### config.mk
export PLATFORM = sky130hd
export DESIGN_NAME = majority_stream_voter
export DESIGN_NICKNAME = d
export VERILOG_FILES = /design/src/rtl/majority_pkg.sv /design/src/rtl/majority_window.sv /design/src/rtl/majority_stream_voter.sv
export SDC_FILE = /design/constraint.sdc
export NUM_CORES = 1
export LEC_CHECK = 0
export BUFFER_PORTS_ARGS = -buffer_cell sky130_fd_sc_hd__buf_2
export CAP_MARGIN = 20
export CORE_MARGIN = 1
export CORE_UTILIZATION = 57
export CTS_BUF_LIST = sky130_fd_sc_hd__clkbuf_8
export CTS_CLUSTER_DIAMETER = 50
export DETAILED_ROUTE_END_ITERATION = 10
export PLACE_DENSITY = 0.82
export SYNTH_ARGS = -nofsm -noshare
export SYNTH_HDL_FRONTEND = slang
export SYNTH_SLANG_ARGS = --single-unit
### constraint.sdc
create_clock -name clk -period 3.32 [get_ports clk]
set_input_delay 0.166 -clock clk [delete_from_list [all_inputs] [get_ports clk]]
set_output_delay 0.166 -clock clk [all_outputs]
set_load 0.01 [all_outputs]
### src/rtl/majority_pkg.sv
// Shared helpers for the majority stream voter:
// default spatial threshold and word popcount.
package majority_pkg;

  function automatic int maj_thresh(input int width);
    return width / 2 + 1;
  endfunction

  // Zero-extend narrower words to 64 bits before calling.
  function automatic logic [6:0] popcount(input logic [63:0] d);
    logic [6:0] c;
    c = '0;
    for (int i = 0; i < 64; i++) begin
      c = c + 7'(d[i]);
    end
    return c;
  endfunction

endpackage

### src/rtl/majority_window.sv
// Sliding window of the last WIN spatial votes.
// Ports: clk, rst_n, clear, load, vote in; count, fill out.
module majority_window
  import majority_pkg::*;
#(
  parameter int WIN = 5,
  parameter int WCW = $clog2(WIN + 1)
) (
  input  logic           clk,
  input  logic           rst_n,
  input  logic           clear,
  input  logic           load,
  input  logic           vote,
  output logic [WCW-1:0] count,
  output logic [WCW-1:0] fill
);

  logic [WIN-1:0] bits;
  logic [WIN-1:0] bits_n;
  logic [WCW-1:0] count_n;
  logic [WCW-1:0] fill_n;
  logic           full;
  logic           evict;

  assign full  = (fill == WCW'(WIN));
  // The oldest bit only leaves the count once the window is full.
  assign evict = bits[WIN-1] & full;

  always_comb begin
    bits_n  = bits;
    count_n = count;
    fill_n  = fill;
    if (clear) begin
      // A vote loaded during clear becomes the first entry.
      bits_n  = load ? WIN'(vote) : '0;
      count_n = load ? WCW'(vote) : '0;
      fill_n  = load ? WCW'(1) : '0;
    end else if (load) begin
      bits_n[0] = vote;
      for (int i = 1; i < WIN; i++) begin
        bits_n[i] = bits[i-1];
      end
      count_n = count + WCW'(vote) - WCW'(evict);
      fill_n  = full ? fill : fill + WCW'(1);
    end
  end

  always_ff @(posedge clk) begin
    if (!rst_n) begin
      bits  <= '0;
      count <= '0;
      fill  <= '0;
    end else begin
      bits  <= bits_n;
      count <= count_n;
      fill  <= fill_n;
    end
  end

endmodule

### src/rtl/majority_stream_voter.sv
// Two-stage streaming majority voter: popcount, spatial
// vote vs threshold, and temporal vote over WIN results.
// Ports: clk, rst_n, clear, thresh; in_valid/in_ready/
// in_data; out_valid/out_ready/out_cnt/out_bit/out_win/
// out_wfull.
module majority_stream_voter
  import majority_pkg::*;
#(
  parameter int WIDTH = 8,
  parameter int WIN   = 5,
  parameter int CNT_W = $clog2(WIDTH + 1),
  parameter int WCW   = $clog2(WIN + 1)
) (
  input  logic             clk,
  input  logic             rst_n,
  input  logic             clear,
  input  logic [CNT_W-1:0] thresh,
  input  logic             in_valid,
  output logic             in_ready,
  input  logic [WIDTH-1:0] in_data,
  output logic             out_valid,
  input  logic             out_ready,
  output logic [CNT_W-1:0] out_cnt,
  output logic             out_bit,
  output logic             out_win,
  output logic             out_wfull
);

  logic             adv;
  logic             s1_valid;
  logic [CNT_W-1:0] s1_cnt;
  logic [CNT_W-1:0] s1_thr;
  logic [CNT_W-1:0] word_cnt;
  logic [CNT_W-1:0] eff_thr;
  logic             vote;
  logic             win_load;
  logic [WCW-1:0]   w_count;
  logic [WCW-1:0]   w_fill;

  assign adv      = !out_valid | out_ready;
  // S1 may fill a bubble even while S2 is stalled.
  assign in_ready = adv | !s1_valid;

  assign word_cnt = CNT_W'(popcount(64'(in_data)));
  assign eff_thr  = (thresh == '0)
                  ? CNT_W'(maj_thresh(WIDTH))
                  : thresh;

  // Threshold above WIDTH can never be met: no wrap.
  assign vote     = (s1_cnt >= s1_thr);
  assign win_load = adv & s1_valid;

  always_ff @(posedge clk) begin
    if (!rst_n) begin
      s1_valid <= 1'b0;
      s1_cnt   <= '0;
      s1_thr   <= '0;
    end else if (in_ready) begin
      s1_valid <= in_valid;
      if (in_valid) begin
        s1_cnt <= word_cnt;
        s1_thr <= eff_thr;
      end
    end
  end

  always_ff @(posedge clk) begin
    if (!rst_n) begin
      out_valid <= 1'b0;
      out_cnt   <= '0;
      out_bit   <= 1'b0;
    end else if (adv) begin
      out_valid <= s1_valid;
      if (s1_valid) begin
        out_cnt <= s1_cnt;
        out_bit <= vote;
      end
    end
  end

  majority_window #(
    .WIN (WIN),
    .WCW (WCW)
  ) u_window (
    .clk   (clk),
    .rst_n (rst_n),
    .clear (clear),
    .load  (win_load),
    .vote  (vote),
    .count (w_count),
    .fill  (w_fill)
  );

  // Window registers update with S2, so these
  // reflect the post-update count of the held result.
  assign out_win   = (w_count >= WCW'(WIN / 2 + 1));
  assign out_wfull = (w_fill == WCW'(WIN));

endmodule

# == After elaboration in Yosys (flattened, before gate mapping) ==
# Index checks and enable logic that the tools add are counted.
# word_totals
out_inout_bits,9
word_cells,45
regBits,26
input_bits,17
# classes
bitwise_logic,4
n_reduce_logical,7
mux,11
order_cmp,2
add_sub_neg,10
n_eq_ne,2
# ops
operator,count
4-bit by 1-bit adder with 4-bit output,4
3-bit 2-to-1 mux,5
5-bit 2-to-1 mux,2
2-bit AND reduction,3
3-bit by 1-bit adder with 4-bit output,1
4-bit greater-or-equal comparator,1
4-bit logical NOT,1
4-bit 2-to-1 mux,1
2-bit by 1-bit adder with 3-bit output,1
3-bit by 1-bit adder with 3-bit output,1
3-bit by 1-bit adder with 3-bit output (second input constant),1
3-bit equality test (second input constant),1
3-bit by 2-bit greater-or-equal comparator with 1-bit output (second input constant),1
1-bit 2-to-1 mux,3
3-bit by 1-bit subtractor with 3-bit output,1
1-bit by 1-bit adder with 2-bit output,1
1-bit bitwise AND,2
1-bit logical NOT,2
2-bit inequality test (second input constant),1
1-bit bitwise OR,2
2-bit nonzero test,1

# == Depth between registers and ports, before layout ==
# logic_depth
depth_word,7
ltp_mapped,13
ltp_nobuf,13

# == Hierarchy ==
# From an unflattened synthesis, not the netlist that was laid out.
# hier_totals
cells_unflattened,155
area_unflattened_um2,1423.9
# modules_own_cells
mod,n_inst,cells_per_inst,area_each_um2,seq_area_each_um2
majority_stream_voter,1,97,867.1,300.3
majority_window,1,58,556.8,220.2

# == Worst setup path before layout ==
# No wires, ideal clock.
# synth_timing
path_type,input to register
from,input in_data[0]
to,register s1_cnt[1]
t_arrival_ps,2533
required_time_ps,3229
slack_ps,696
cell_stages,9
n_path_buf,0
setup_ps,91
path_cell_list,inv_1 fa_1 fa_1 fa_1 inv_1 ha_1 inv_1 fa_1 a311oi_1
# synth_via
elab_chain_cells,7
# synth_rtl
item,line_no,rtl
start: declaration,majority_stream_voter.sv:20,"input logic [WIDTH-1:0] in_data,"
1-bit by 1-bit adder with 2-bit output,majority_pkg.sv:14,c = c + 7'(d[i]);
2-bit by 1-bit adder with 3-bit output,majority_pkg.sv:14,
3-bit by 1-bit adder with 4-bit output,majority_pkg.sv:14,
4-bit by 1-bit adder with 4-bit output (4 in series),majority_pkg.sv:14,
end signal: assignment,majority_stream_voter.sv:61,s1_cnt <= word_cnt;
end: declaration,majority_stream_voter.sv:31,logic [CNT_W-1:0] s1_cnt;
# Every way passes these cells.
# A chain may end at the register's enable or synchronous reset.

# == Final worst setup path ==
# layout_timing
from,input in_data[0]
to,register s1_cnt[2]
# Same word-level chain as after synthesis.

==> impl_metrics.json <==
{
  "wl_met2_um": 1330,
  "yosysTopAreaCellShare_pct": 37.1,
  "avgViaCountPerCell": 5.33,
  "arrival_ps": 2740,
  "total_power_w": 0.000755,
  "criticalPathCategory": "primary input to flop",
  "globalRouteTotalUtil_pct": 21.7,
  "yosysSeqAreaShare_pct": 37.1,
  "die_area_um2": 2660,
  "regArea_um2": 520,
  "synthArstFlopShare_pct": 0,
  "p_leak_nw": 0.742,
  "cts_tree": "yes",
  "synth_edf_count": 0,
  "crit_path_start_kind": "primary input",
  "routed.top_layer": "met4",
  "grt_pass1_vias": 1098,
  "tns_ps": 0,
  "io_pins": 26,
  "worstMarginPinSlew_ps": 447,
  "max-cap-violations": 0,
  "ys_seq_elements": 26,
  "required_ps": 3460,
  "avgSynthCellArea_um2": 8.60,
  "min_from": "thresh[1]",
  "wl_met1_um": 1140,
  "hold_viol_final": 0,
  "antenna_found_initial": 0,
  "cts_sinks": 26,
  "rows": 17,
  "finalClockSkew_ps": 1.58,
  "portBuffers": 25,
  "cts_hold_buffers": 0,
  "wl_per_cell_um": 11.9,
  "routabilityCongestion": 0.776,
  "route.detailed.drc": 0,
  "slew_headroom_pct": 70.2,
  "drive_above_1_share_pct": 18.8,
  "overflow": 0,
  "path_cells": "buf_2 > inv_1 > fa_1 > fa_1 > fa_1 > inv_1 > ha_1 > inv_1 > fa_1 > xnor2_1 > mux2i_1 > nor2_1",
  "r2r_end": "u_window.count[2]",
  "n_antenna_cell": 0,
  "vdd_drop_max_v": 0.000343,
  "rsz0062_at_grt": "no",
  "synthTopCellsByArea": "dfxtp_1, ha_1, a21oi_1",
  "fin_crit_sh_pct": 78.2,
  "vias": 1140,
  "layout_min_cycle_time_ps": 2600,
  "syn_nets": 197,
  "final_nets": 221,
  "report.final.slew_viol_count": 0,
  "syn_inst": 163,
  "crit_fanout": 2,
  "grt_max_degree": 20,
  "whs_endpoint": "s1_thr[1]",
  "cts_made_buffers": 3,
  "post_cts_resized": 0,
  "crit_path_frequent_cell": "fa_1",
  "area_growth_pct": 13.8,
  "synth.cell_area_um2": 1400,
  "firstDrtPassIters": 4,
  "htreeDepth": 1,
  "yosys.area.top_type": "dfxtp_1",
  "r2r_start": "s1_cnt[2]",
  "slowest_delay_ps": 550,
  "grt_pass1_wl_um": 4390,
  "status": "finished clean",
  "rrSetupSlack_ps": 830,
  "clkSlewWorstSetupHoldPaths_ps": 90,
  "yosys_most_used_dff": "dfxtp_1",
  "postCtsSetupBuffers": 0,
  "crit_slowest_cell": "fa_1",
  "synth_cell_types": 33,
  "hold_path.class": "primary input to flop",
  "die_w_um": 51.6,
  "clk_latency_ps": 260,
  "powerDensity_nw_per_um2": 474,
  "multiInputGateArea_um2": 744,
  "final-setup-viol-count": 0,
  "drt_wl_total_um": 2560,
  "die_h_um": 51.6,
  "coreArea_um2": 2250,
  "yosysWarnings": 0,
  "reg2reg_depth": 11,
  "fmax_mhz": 385,
  "hold_depth": 3,
  "clockBufferDepth": 2,
  "cts_root_buf": "clkbuf_8",
  "drtIter0Drc": 6,
  "antenna_left": 0,
  "dp_hpwl_um": 2030,
  "cp-end-kind": "flop",
  "start_util_pct": 62.2,
  "synth.top_cells.by_count": "dfxtp_1, inv_1, nand2_1, a21oi_1, ha_1",
  "wl_met3_um": 74,
  "fill_cells": 195
}
## state kept, by name (all words and copies together), names as in the netlist
register	count
s1_cnt	4
out_bit	1
out_cnt	4
u_window.bits	5
out_valid	1
s1_valid	1
u_window.fill	3
s1_thr	4
u_window.count	3
## critical path: cells and delay by family
kind | cells | cell delay (ps)
buf+inv | 4 | 250
fa+ha+maj | 5 | 1990
xor+xnor | 1 | 140
simple gates | 1 | 60
mux | 1 | 140
## stage by stage
step	instances	worst slack, ps	util, %	hold WS (ps)	instance area (um^2)
6_report	214	723	70.7	172	1590
3_5_place_dp	210	444	67.5	446	1520
3_3_place_gp	210	589	67.5	440	1520
4_1_cts	214	739	70.7	176	1590
2_1_floorplan	163	696	-	305	1400
5_1_grt	214	637	70.7	181	1590
## per-layer routing
layer	up-vias	global-route usage (%)
met5	-	0
met4	0	4.95
met3	2	2.92
met2	21	41.6
met1	536	25.2
li1	581	-
## final cells by class
cell class | instances | share of cell area [%]
clock inverters | 1 | 1.88
multi-input cells | 105 | 46.7
repair buffers | 25 | 7.85
inverters | 26 | 6.12
clock buffers | 3 | 2.59
flip-flops and latches | 26 | 32.7
well taps | 28 | 2.20
## report_power, final
part	switching, W	leakage (nW)	internal, W
clock	0.0000963	0.0357	0.000161
combinational	0.0000843	0.494	0.0000687
sequential	0.0000146	0.212	0.000330
total	0.000195	0.742	0.000560
## worst max path at each step
stage,endpoint,start,cells after the start,slack [ps]
2_1_floorplan,s1_cnt[1],in_data[0],9,700
3_3_place_gp,s1_cnt[1],in_data[0],10,590
5_1_grt,s1_cnt[2],in_data[0],12,640
4_1_cts,s1_cnt[2],in_data[0],12,740
6_report,s1_cnt[2],in_data[0],12,720
3_5_place_dp,s1_cnt[2],in_data[0],12,440
## cell usage in the layout, fill, tap and decap left out, drive strengths merged, types with 2 or more instances in the layout
cell type	n
a211oi	2
a21oi	22
a311oi	2
buf	25
clkbuf	3
dfxtp	26
fa	5
ha	12
inv	26
mux2i	2
nand2	27
nand2b	2
nand3	5
nand4b	2
nor2	2
nor3	5
o21ai	6
xnor2	2
## kinds of logic after synthesis
group                    count (synthesis)  synth area share (%)
XOR/XNOR                                 2                  1.25
AO/OA/AOI/OAI                           35                  14.3
AND/OR/NAND/NOR                         49                  18.3
buffers and inverters                   32                  9.73
adder cells (fa/ha/maj)                 17                  17.9
flip-flops                              26                  37.1
multiplexers                             2                  1.43
No activity file was read; power rests on OpenSTA's default activity.
